<file path="src/rtl/ysyx_22040210_pht_updq_pkg.sv">
// Shared widths for the branch predictor, plus the PHT counter encoding
// used by the update queue.

`ifndef YSYX_22040210_DEFINE_V
`define YSYX_22040210_DEFINE_V
`define ysyx_22040210_InstAdderBus 63:0
`define ysyx_22040210_BHRLEN       8
`define ysyx_22040210_UPDQ_DEPTH   4
`endif

package ysyx_22040210_pht_updq_pkg;

  // 2-bit PHT counter: strongly/weakly not-taken, weakly/strongly taken
  typedef enum logic [1:0] {
    PHT_SN = 2'b00,
    PHT_WN = 2'b01,
    PHT_WT = 2'b10,
    PHT_ST = 2'b11
  } pht_state_e;

endpackage

</file>
<file path="src/rtl/ysyx_22040210_satcnt2.sv">
// 2-bit saturating counter next-state: step toward the actual outcome,
// holding at the rails.

module ysyx_22040210_satcnt2
  import ysyx_22040210_pht_updq_pkg::*;
(
  input  logic [1:0] cnt,
  input  logic       taken,
  output logic [1:0] cnt_nx
);

  // Saturating increment on taken, saturating decrement on not-taken
  always_comb begin
    cnt_nx = cnt;
    if (taken) begin
      if (cnt != PHT_ST) cnt_nx = cnt + 2'd1;
    end else begin
      if (cnt != PHT_SN) cnt_nx = cnt - 2'd1;
    end
  end

endmodule

</file>
<file path="src/rtl/ysyx_22040210_pht_updq.sv">
// PHT update queue: buffers resolved branch counter updates from commit and
// replays them into gshare one per cycle. Updates that leave the counter
// unchanged are dropped before the queue but still counted.

module ysyx_22040210_pht_updq
  import ysyx_22040210_pht_updq_pkg::*;
#(
  parameter int DEPTH = `ysyx_22040210_UPDQ_DEPTH,
  parameter int PCW   = $bits(logic [`ysyx_22040210_InstAdderBus]),
  parameter int HL    = `ysyx_22040210_BHRLEN
) (
  input  logic           clk,
  input  logic           rst,
  input  logic           upd_valid_i,
  output logic           upd_ready_o,
  input  logic [PCW-1:0] upd_pc_i,
  input  logic [HL-1:0]  upd_bhr_i,
  input  logic [1:0]     upd_pht_i,
  input  logic           upd_taken_i,
  input  logic           upd_mispred_i,
  output logic           gshare_wepht_o,
  output logic [1:0]     gshare_fixpht_o,
  output logic [PCW-1:0] gshare_fixpc_o,
  output logic [HL-1:0]  bpu_fixbhr_o,
  input  logic           perf_clr_i,
  output logic [31:0]    perf_branch_o,
  output logic [31:0]    perf_miss_o
);

  localparam int AW = $clog2(DEPTH);
  localparam int CW = AW + 1;

  logic [PCW-1:0] pc_mem_q  [DEPTH];
  logic [HL-1:0]  bhr_mem_q [DEPTH];
  logic [1:0]     pht_mem_q [DEPTH];

  logic [AW-1:0]  wr_ptr_q, wr_ptr_d;
  logic [AW-1:0]  rd_ptr_q, rd_ptr_d;
  logic [CW-1:0]  cnt_q, cnt_d;
  logic [31:0]    perf_branch_q, perf_branch_d;
  logic [31:0]    perf_miss_q, perf_miss_d;

  logic [1:0]     cnt_nx;
  logic           accept;
  logic           push;
  logic           pop;

  ysyx_22040210_satcnt2 u_satcnt2 (
    .cnt    (upd_pht_i),
    .taken  (upd_taken_i),
    .cnt_nx (cnt_nx)
  );

  // Ready comes from the registered count only, so a pop this cycle does
  // not open a slot until the next one.
  assign upd_ready_o = (cnt_q < CW'(DEPTH));
  assign accept      = upd_valid_i && upd_ready_o;
  assign push        = accept && (cnt_nx != upd_pht_i);
  assign pop         = (cnt_q != '0);

  // Pointer, occupancy and perf-counter next state
  always_comb begin
    wr_ptr_d      = push ? wr_ptr_q + AW'(1) : wr_ptr_q;
    rd_ptr_d      = pop  ? rd_ptr_q + AW'(1) : rd_ptr_q;
    cnt_d         = cnt_q;
    if (push && !pop)      cnt_d = cnt_q + CW'(1);
    else if (!push && pop) cnt_d = cnt_q - CW'(1);
    perf_branch_d = perf_branch_q;
    perf_miss_d   = perf_miss_q;
    if (perf_clr_i) begin
      perf_branch_d = '0;
      perf_miss_d   = '0;
    end else if (accept) begin
      perf_branch_d = perf_branch_q + 32'd1;
      if (upd_mispred_i) perf_miss_d = perf_miss_q + 32'd1;
    end
  end

  // Control state register with async active-low reset
  always_ff @(posedge clk or negedge rst) begin
    if (!rst) begin
      wr_ptr_q      <= '0;
      rd_ptr_q      <= '0;
      cnt_q         <= '0;
      perf_branch_q <= '0;
      perf_miss_q   <= '0;
    end else begin
      wr_ptr_q      <= wr_ptr_d;
      rd_ptr_q      <= rd_ptr_d;
      cnt_q         <= cnt_d;
      perf_branch_q <= perf_branch_d;
      perf_miss_q   <= perf_miss_d;
    end
  end

  // Payload storage needs no reset: it is only visible while count is nonzero
  always_ff @(posedge clk) begin
    if (push) begin
      pc_mem_q[wr_ptr_q]  <= upd_pc_i;
      bhr_mem_q[wr_ptr_q] <= upd_bhr_i;
      pht_mem_q[wr_ptr_q] <= cnt_nx;
    end
  end

  // Head entry drives the PHT write port; outputs are zero when empty
  always_comb begin
    gshare_wepht_o  = 1'b0;
    gshare_fixpht_o = '0;
    gshare_fixpc_o  = '0;
    bpu_fixbhr_o    = '0;
    if (pop) begin
      gshare_wepht_o  = 1'b1;
      gshare_fixpht_o = pht_mem_q[rd_ptr_q];
      gshare_fixpc_o  = pc_mem_q[rd_ptr_q];
      bpu_fixbhr_o    = bhr_mem_q[rd_ptr_q];
    end
  end

  assign perf_branch_o = perf_branch_q;
  assign perf_miss_o   = perf_miss_q;

endmodule

</file>
<file path="config.mk">
export PLATFORM = sky130hd
export DESIGN_NAME = ysyx_22040210_pht_updq
export DESIGN_NICKNAME = d
export VERILOG_FILES = /design/src/rtl/ysyx_22040210_pht_updq_pkg.sv /design/src/rtl/ysyx_22040210_satcnt2.sv /design/src/rtl/ysyx_22040210_pht_updq.sv
export SDC_FILE = /design/constraint.sdc
export NUM_CORES = 1
export LEC_CHECK = 0
export CAP_MARGIN = 20
export CORE_UTILIZATION = 58
export DETAILED_ROUTE_END_ITERATION = 8
export PLACE_DENSITY = 0.85
export SYNTH_ARGS = -nofsm -noshare
export SYNTH_HDL_FRONTEND = slang
export SYNTH_SLANG_ARGS = --single-unit
export TNS_END_PERCENT = 100
</file>
<file path="constraint.sdc">
create_clock -name clk -period 10.3 [get_ports clk]
set_input_delay 2.06 -clock clk [delete_from_list [all_inputs] [get_ports clk]]
set_output_delay 2.06 -clock clk [all_outputs]
set_load 0.02 [all_outputs]
</file>
==> results list <==
- Final hold analysis gives a worst-case slack of a little over 0.5 ns.
* Post-Synth Simple-Gate Area: 10.2%
- Clk_lat worst skew: between 0.5 and 0.6 ns
* Buffer count from post-CTS setup fixing: 0
- Setup repair after global routing left no endpoint under its margin.
- Clock tree synthesis found a total of 367 sinks.
- For the worst setup path, the data arrival time is around 3.6 ns.
- Final weighted congestion in routability-driven placement: about 0.82
- Number of synthesis warnings: 0
* Synthesis-stage register bit count: about 370
- Once detail routing completed, the nets flagged for antenna violations numbered 0.
- Hold Path Class: flip-flop to flip-flop
- Ordered cell list for the critical path: buf_4 -> mux4_2 -> and2_1 -> clkdlybuf4s50_1
- Initial antenna violation count: 0
* Hold buffer count at CTS: 0
- Number of DRC violations after detailed routing: 0
* Mean cell area of the mapped netlist: 17.1 µm²
* Clock skew: 0.0177 ns
- Synthesis produced around 880 cells.
- Maximum fanout encountered on the critical timing path: 47
- TritonCTS created 37 clock buffers.
* Post-CTS sizing: 0
- Min-Delay Startpoint: cnt_q[1]$_DFFE_PN0P_
- Area of the die: roughly 0.026 mm²
* 1st-pass router iterations: 5
- The tool flagged a number of max-cap violations equal to 0.
* Vias post-DR: 8,651
- Main synth FF type: edfxtp_1
- Placeable Area: around 0.025 mm²
- Register area share after synthesis: between 70% and 80%
- After detailed routing, the total wire length is between 30,000 and 40,000 µm.
* Overall die height: 163 µm
* Slew HR: 38.8%
- IR Drop Worst-Case VDD: ~0.2 mV
* Leak pwr: between 0.006 and 0.007 µW
- Yosys mapped a number of flops with a built-in enable equal to between 200 and 300.
* Number of distinct library cells after synthesis: between 40 and 50
- Worst-case reg-to-reg path depth: 4
- The synthesized netlist devotes under 10% of its cell area to XOR and XNOR gates.
- The final hold violation count was 0.
- Number of nets in the synthesized netlist: 965
* Post-layout nets: 1,186
- Leaving out fill and tap cells, the most frequent cell in the layout is edfxtp_1.
* Met2 layer usage reported by global route: between 40% and 50%
- Dividing the detail-routed via count by the number of cells gives 5.93.
- Layout cells sized above 1: between 10% and 20%
* Pin count of the biggest net entering global routing: 72
- In the global route stage, overall resource usage came out at ~24%.
- Start point of the critical path: rd_ptr_q[0]$_DFFE_PN0N_
* TritonCTS clock tree: yes
- Fraction of registers with async set or reset after synthesis: just under 20%
- Required time at the endpoint of the critical path: between 8 and 9 ns
* Area overhead of the layout relative to synthesis: 24.8%
- Max Clk Rate: approximately 180 MHz
- Along the worst hold path, the cell count comes to 1.
- Type of the worst setup path: flip-flop to primary output
* Global-route congestion overflow total: 0
- The cell area that synthesis handed to floorplanning was between 0.01 and 0.015 mm².
- Commonest non-fill, non-tap cells in the layout: 296 x edfxtp_1, 217 x clkdlybuf4s50_1, 77 x and2_1
- H-tree lvl count: 2
- Outcome: completed
- Area fraction in compound gates after synthesis: roughly 3.1%
* Combinational family with the most area after synthesis: multiplexers
- Setup TNS: 0 ns
* Post-DP HPWL: 18,400 µm
* Pwr dens: 254 mW/mm²
- The number of global-route vias before repair came to 8,732.
* Met3 track demand over resource: ~4.7%
- The worst setup path is captured at a primary output.
- Clock-pin slew was measured on the worst setup and hold paths at roughly 0.06 ns.
- At the pin with the least slew margin, the transition time is slightly above 0.9 ns.
- Final Critical Period: 5.61 ns
* Site row count: slightly below 60
* Area share of fa/ha/maj cells after synthesis: less than 1%
- Global routing consumed, on the met1 layer, 32.2% of the routing resources.
- The global routing stage identified its most utilized layer as met2.
- STA classifies the critical path startpoint as a flip-flop.
- Number of primary I/O pins: 220
* Input/output buffers: 219
- Detailed Route Iter0 Violations: a little over 800
* Maximum buffer depth of the clock tree: 3
- Dividing the detail-routed wire length by the instance count gives around 21 µm.
- Mux contribution to synthesized area: 11.6%
- The startpoint identified for the worst register-to-register timing path is cnt_q[2]$_DFFE_PN0P_.
- After layout, the worst path uses between 50 and 60% of the clock period.
* Root cell of the clock tree: clkbuf_16
- The slowest stage of the critical path belongs to the cell buf_4.
- Number of pins exceeding their max-slew limit in the final report: 0
- Setup violations remaining at the end of the flow were counted as 0.
- Wire length of the first global-routing pass: 48,300 µm
- The die is around 160 µm wide.
- Peak per-stage delay on the critical path: ~0.81 ns
- For this configuration, the core starts out at a cell density of 59.3%.
## worst max-delay path: cells and delay by family, from the launching register on
family        cells  cell delay, ns
simple gates      1            0.19
flops             1            0.80
buf+inv           2            1.34
mux               1            0.63
## per-layer routing
metal	routed length [µm]	share of wire, %
met1	12500	40
met5	0	0
met3	1990	6.4
met4	732	2.3
met2	16000	51
## metrics by stage
stage          setup WS (ns)  cells  power [µW]  utilization, %  area, µm²
6_report                4.69   1460        4750            74.0      18700
5_1_grt                 4.42   1458        4940            74.0      18700
4_1_cts                 4.56   1457        4800            73.9      18700
3_5_place_dp            5.12   1389        3460            69.1      17500
3_3_place_gp            5.14   1388        3450            69.1      17500
2_1_floorplan           5.32    878        2810               -      15000
## cell usage after synthesis, types with 2 or more instances
cell type  number  area (µm²)
xor2_1         11        96.3
buf_1           5        18.8
and3_1          6        37.5
or4_1          27         203
edfxtp_1      296        8890
nand3_1        19        95.1
nand4_1        17         106
and2_1         81         507
clkbuf_1       34         128
nand2_1        27         101
xnor2_1        18         158
or3_1           9        56.3
ha_1            7        87.6
nor3_1          4        20.0
nand3b_1        2        15.0
or2_1           2        12.5
a21oi_1        38         190
dfrtp_1        71        1780
and4_1          7        61.3
buf_2           8        40.0
mux2_2          5        56.3
inv_1          10        37.5
mux4_2         74        1670
nor2_1         31         116
o31ai_1        27         203
o21ai_0        10        50.1
nor2b_1         6        37.5
nor4_1         12        75.1
## cells by family (layout without fill, tap and decap cells)
| kind of cell | count (synthesis) | count (layout) |
|---|---|---|
| AOI/OAI and AO/OA | 78 | 78 |
| xor gates and xnor gates | 29 | 29 |
| adders and majority gates | 7 | 7 |
| buffers and inverters | 58 | 308 |
| DFF | 367 | 367 |
| muxes | 80 | 80 |
| other | 0 | 2 |
| and+or+nand+nor | 259 | 259 |
## area by class of cell
type / instances / area (µm²)
Sequential cell: 367 / 10700
Fill cell: 1541 / 6570
Multi-Input combinational cell: 453 / 4080
Timing Repair Buffer: 230 / 2260
Clock buffer: 47 / 1000
Tap cell: 330 / 413
Clock inverter: 21 / 205
Inverter: 10 / 37.5
Antenna cell: 2 / 5.00
## final timing paths
path                       slack (ns)                       endpoint
min in group asynchronous        1.76  perf_branch_o[22]$_DFFE_PN0P_
max                              4.69             gshare_fixpc_o[13]
min                              0.50           cnt_q[1]$_DFFE_PN0P_
min reg2reg                      0.50           cnt_q[1]$_DFFE_PN0P_
max reg2reg                      7.50      bhr_mem_q[2][2]$_DFFE_PP_
max in group asynchronous        7.84        rd_ptr_q[0]$_DFFE_PN0N_
## where the power goes
| group | switching [µW] | leakage, µW | internal, µW | total, µW |
|---|---|---|---|---|
| registers | 102 | 0.00366 | 1770 | 1870 |
| logic | 766 | 0.00200 | 792 | 1560 |
| clock network | 546 | 0.000576 | 772 | 1320 |
## flip-flops by register name, summed over array words and instances (netlist names)
name and flops:
bhr_mem_q 32, cnt_q 3, pc_mem_q 256, perf_branch_o 32, perf_miss_o 32, pht_mem_q 8
rd_ptr_q 2, wr_ptr_q 2
Power figures use the tool's default switching activity.
==> patch 1: new RTL, config.mk and constraints unchanged <==
`ysyx_22040210_UPDQ_DEPTH`: 4 -> 8.
--- a/src/rtl/ysyx_22040210_pht_updq_pkg.sv
+++ b/src/rtl/ysyx_22040210_pht_updq_pkg.sv
@@ -5,7 +5,7 @@
 `define YSYX_22040210_DEFINE_V
 `define ysyx_22040210_InstAdderBus 63:0
 `define ysyx_22040210_BHRLEN       8
-`define ysyx_22040210_UPDQ_DEPTH   4
+`define ysyx_22040210_UPDQ_DEPTH   8
 `endif
 
 package ysyx_22040210_pht_updq_pkg;
Behaviour: same outputs for any inputs over 4 cycles, from zero or initial values and one cycle with rst low; that may be too few to reach the edited logic, so the function may still have changed.
==> patch 1 against the original RTL <==
Worst setup slack got worse by 0.31 ns. Area after synthesis up 76%. Combinational power rose by 67%. Sequential power rose by 79%. Clock power rose by 77%. Clock skew rose by 0.0091 ns. Cell count up 54%. Cell area is 68% higher. Power up 74%. Sequential share of layout area grew 5.6 points. Routed wire length increased by 83%. Critical path depth grew 1. Sequential cell count is 299 higher.
==> patch 1: results (changes against the original RTL) <==
| Metric | Value |
|---|---|
| Outcome | `finished clean` |
| P_leak | `10.40 nW (+67%)` |
| Post-synth EDFFs | `592 (+100%)` |
| Post-Route WL | `57.08 mm (+83%)` |
| Clock Latency Late Sink | `0.59 ns (+0.06 ns)` |
| DRT iter0 DRCs | `1292 (+60%)` |
| Worst reg-to-reg setup slack | `7.13 ns (-0.37 ns)` |
| CP Max Fanout | `50 (+6.4%)` |
| Slowest cell on crit path | `dfrtp_4` |
| R2r endpoint | `pc_mem_q[4][51]` |
| H-tree Lvls | `3 (+1)` |
| Top post-synthesis cells by area | `edfxtp_1, mux4_2, dfrtp_1` |
| Async S/R FF share, synth | `11.11% (-8.2 points)` |
| Share of layout cells above drive strength 1 | `17.70% (+3.8 points)` |
| Max_slew headroom | `24.02% (-15 points)` |
| Final hold slack | `0.5054 ns (+0.001316 ns)` |
| Gr usage total | `25.43% (+1.4 points)` |
| Placed cell count | `2122 (+53%)` |
| Post-DP Area | `29210 um^2 (+67%)` |
| VDD IR-drop max | `0.0002878 V (+48%)` |
| Final std cells w/o fill | `2246 (+54%)` |
| Share of the yosys chip area belonging to registers | `74.64% (+3.4 points)` |
| Vias in the first global route | `14650 (+68%)` |
| Sw Share | `30.38% (+0.61 points)` |
| CP arrival | `3.86 ns (+0.31 ns)` |
| GP Congestion | `0.8006 (-2.6%)` |
| Post-DP HPWL | `31.09 mm (+69%)` |
| Global-route wire length before repair | `87.87 mm (+82%)` |
| 1st-pass router iterations | `7 (+2)` |
| Register-to-Register Path Depth | `5 (+1)` |
| Syn nets | `1442 (+49%)` |
==> patch 1: cell types whose count changed in the layout (fill, tap and decap cells not counted), sizes merged, moves of 16 or more <==
cell,before,now
and2,81,2
buf,13,29
clkbuf,47,90
edfxtp,296,592
mux2i,1,75
mux4,74,148
nor2,31,102
==> patch 1: worst max-delay path by stage <==
stage | slack, ns | to | startpoint
6_report | 4.38 | gshare_fixpc_o[13] | rd_ptr_q[0]
3_5_place_dp | 4.87 | gshare_fixpht_o[0] | rd_ptr_q[0]
4_1_cts | 4.25 | gshare_fixpc_o[13] | rd_ptr_q[0]
2_1_floorplan | 1.35 | bhr_mem_q[3][0] | upd_valid_i
3_3_place_gp | 4.59 | pc_mem_q[7][29] | upd_valid_i
5_1_grt | 4.09 | gshare_fixpc_o[8] | rd_ptr_q[0]
==> patch 1: cell type report <==
type,count,area (um^2)
inverters,12,45.04
repair buffers,246,2402
multi-input cells,606,6377
diodes,4,10.01
flip-flops and latches,666,19640
fillers,2687,13180
clock buffers,90,1847
clock inverters,30,272.8
well taps,592,740.7
==> patch 1: power groups by stage <==
stage / combinational (mW) / clock [mW] / sequential, mW
floorplan: 1.70 / 0 / 3.30
global placement: 2.57 / 0 / 3.37
detailed placement: 2.60 / 0 / 3.39
CTS: 2.65 / 2.37 / 3.34
global route: 2.77 / 2.47 / 3.36
finish: 2.61 / 2.33 / 3.34
==> patch 1: logic make-up after synthesis <==
family                     share of synthesized area (%)
DFF                                                74.64
and+or+nand+nor                                    5.043
muxes                                              16.00
buffers and inverters                              1.346
AOI/OAI and AO/OA                                  1.822
xor gates and xnor gates                          0.8326
adders and majority gates                         0.3140
==> patch 1: per-stage QoR <==
| step | util (%) | worst slack (ns) |
|---|---|---|
| detailed placement | 65.62 | 4.869 |
| finish | 70.40 | 4.378 |
| CTS | 70.38 | 4.252 |
| global route | 70.39 | 4.093 |
| global placement | 65.54 | 4.590 |
| floorplan | - | 1.347 |
==> patch 1: layer usage <==
layer  global-route usage [%]  share of wire (%)  vias up
li1                         -                  -     5991
met1                    33.06                 39     7365
met2                    43.26                 52      543
met3                    5.322                6.5      117
met4                    8.095                2.7        6
met5                        0              0.070        -
==> patch 1: worst max-delay path, delay by kind of cell (launching register included) <==
family	cells	cell delay, ns
buffers and inverters	2	1.47
flip-flops	1	0.87
multiplexers	2	0.81
AND/OR/NAND/NOR	1	0.08
==> patch 2: new RTL, config.mk and constraints unchanged <==
Made on the original files. Reset style: synchronous (`rst`), changed in one clocked block. Comments in the files are not updated.
--- a/src/rtl/ysyx_22040210_pht_updq.sv
+++ b/src/rtl/ysyx_22040210_pht_updq.sv
@@ -77,7 +77,7 @@
   end
 
   // Control state register with async active-low reset
-  always_ff @(posedge clk or negedge rst) begin
+  always_ff @(posedge clk) begin
     if (!rst) begin
       wr_ptr_q      <= '0;
       rd_ptr_q      <= '0;
Behaviour: differs if rst is asserted again (counterexample within 4 cycles, from zero or initial values and one cycle with rst low); with rst held inactive, the same outputs for 4 cycles.
==> patch 2 against the original RTL <==
Area after synthesis down 1.2%. Via count grew 1.7%. Cell area shrank 1.2%. Worst setup slack improved by 0.12 ns. Power decreased by 4.8%. Routed wire length is 1.2% higher. Critical path type unchanged. Sequential cell count is 2 higher.
==> patch 2: results (changes against the original RTL) <==
| Metric | Value |
|---|---|
| Slowest cell on crit path | `dfxtp_4` |
| Post-DP HPWL | `18.08 mm (-1.6%)` |
| Met1 usage | `32.14% (-0.050 points)` |
| Outcome | `finished clean` |
| Max_slew headroom | `25.67% (-13 points)` |
| Vias in the first global route | `8574 (-1.8%)` |
| Met2 WL post-DR | `16.11 mm (+0.66%)` |
| Gr usage total | `24.02% (about the same)` |
| Routed length on met3 | `1.885 mm (-5.1%)` |
| Post-Syn Area per Cell | `16.48 um^2 (-3.4%)` |
| Share of layout cells above drive strength 1 | `12.86% (-1.1 points)` |
| CP Max Fanout | `38 (-19%)` |
| Largest net degree at the start of global routing | `79 (+9.7%)` |
| Async S/R FF share, synth | `0% (-19 points)` |
| Post-Route WL | `31.58 mm (+1.2%)` |
| Vias | `8802 (+1.7%)` |
| Nets | `1203 (+1.4%)` |
| Syn nets | `985 (+2.1%)` |
| P_leak | `5.839 nW (-6.2%)` |
| FF/Latch Area | `10360 um^2 (-3.0%)` |
| M2 GR Usage | `39.79% (-0.44 points)` |
| Top post-synthesis cells by area | `edfxtp_1, mux4_2, dfxtp_1` |
| Share of the yosys chip area belonging to registers | `69.94% (-1.3 points)` |
| GP Congestion | `0.7840 (-4.7%)` |
| Synth cell count leaders | `edfxtp_1, and2_1, mux4_2` |
| Global Route met3 Usage | `4.137% (-0.52 points)` |
## patch 2: worst min-delay path, stage by stage, from the launching register on
cell     delay (ns)
dfxtp_1        0.32
nand2_1        0.06
mux2i_1        0.06
## patch 2: layout make-up
cell class / instances / share of cell area [%]
antenna: 3 / 0.04069
clock buffer: 42 / 5.004
clock inverter: 23 / 1.207
inverter: 10 / 0.2034
multi-input combinational: 473 / 22.80
sequential: 369 / 56.13
tap: 330 / 2.238
timing repair buffer: 226 / 12.37
## patch 2: cell families after synthesis
group	Yosys count	synth area share [%]
xor+xnor	23	1.361
mux	84	11.94
flops	369	69.94
fa+ha+maj	7	0.5918
simple gates	281	11.21
buf+inv	56	1.716
compound gates	78	3.238
## patch 2: worst paths after layout
check,slack (ns),startpoint,end,cells past startpoint
worst min-delay path,0.48,perf_branch_o[31],perf_branch_o[31],2
worst max-delay path,4.81,flop,gshare_fixpc_o[59],4
worst max register to register,7.45,cnt_q[2],pc_mem_q[0][0],3
worst min register to register,0.48,perf_branch_o[31],perf_branch_o[31],2
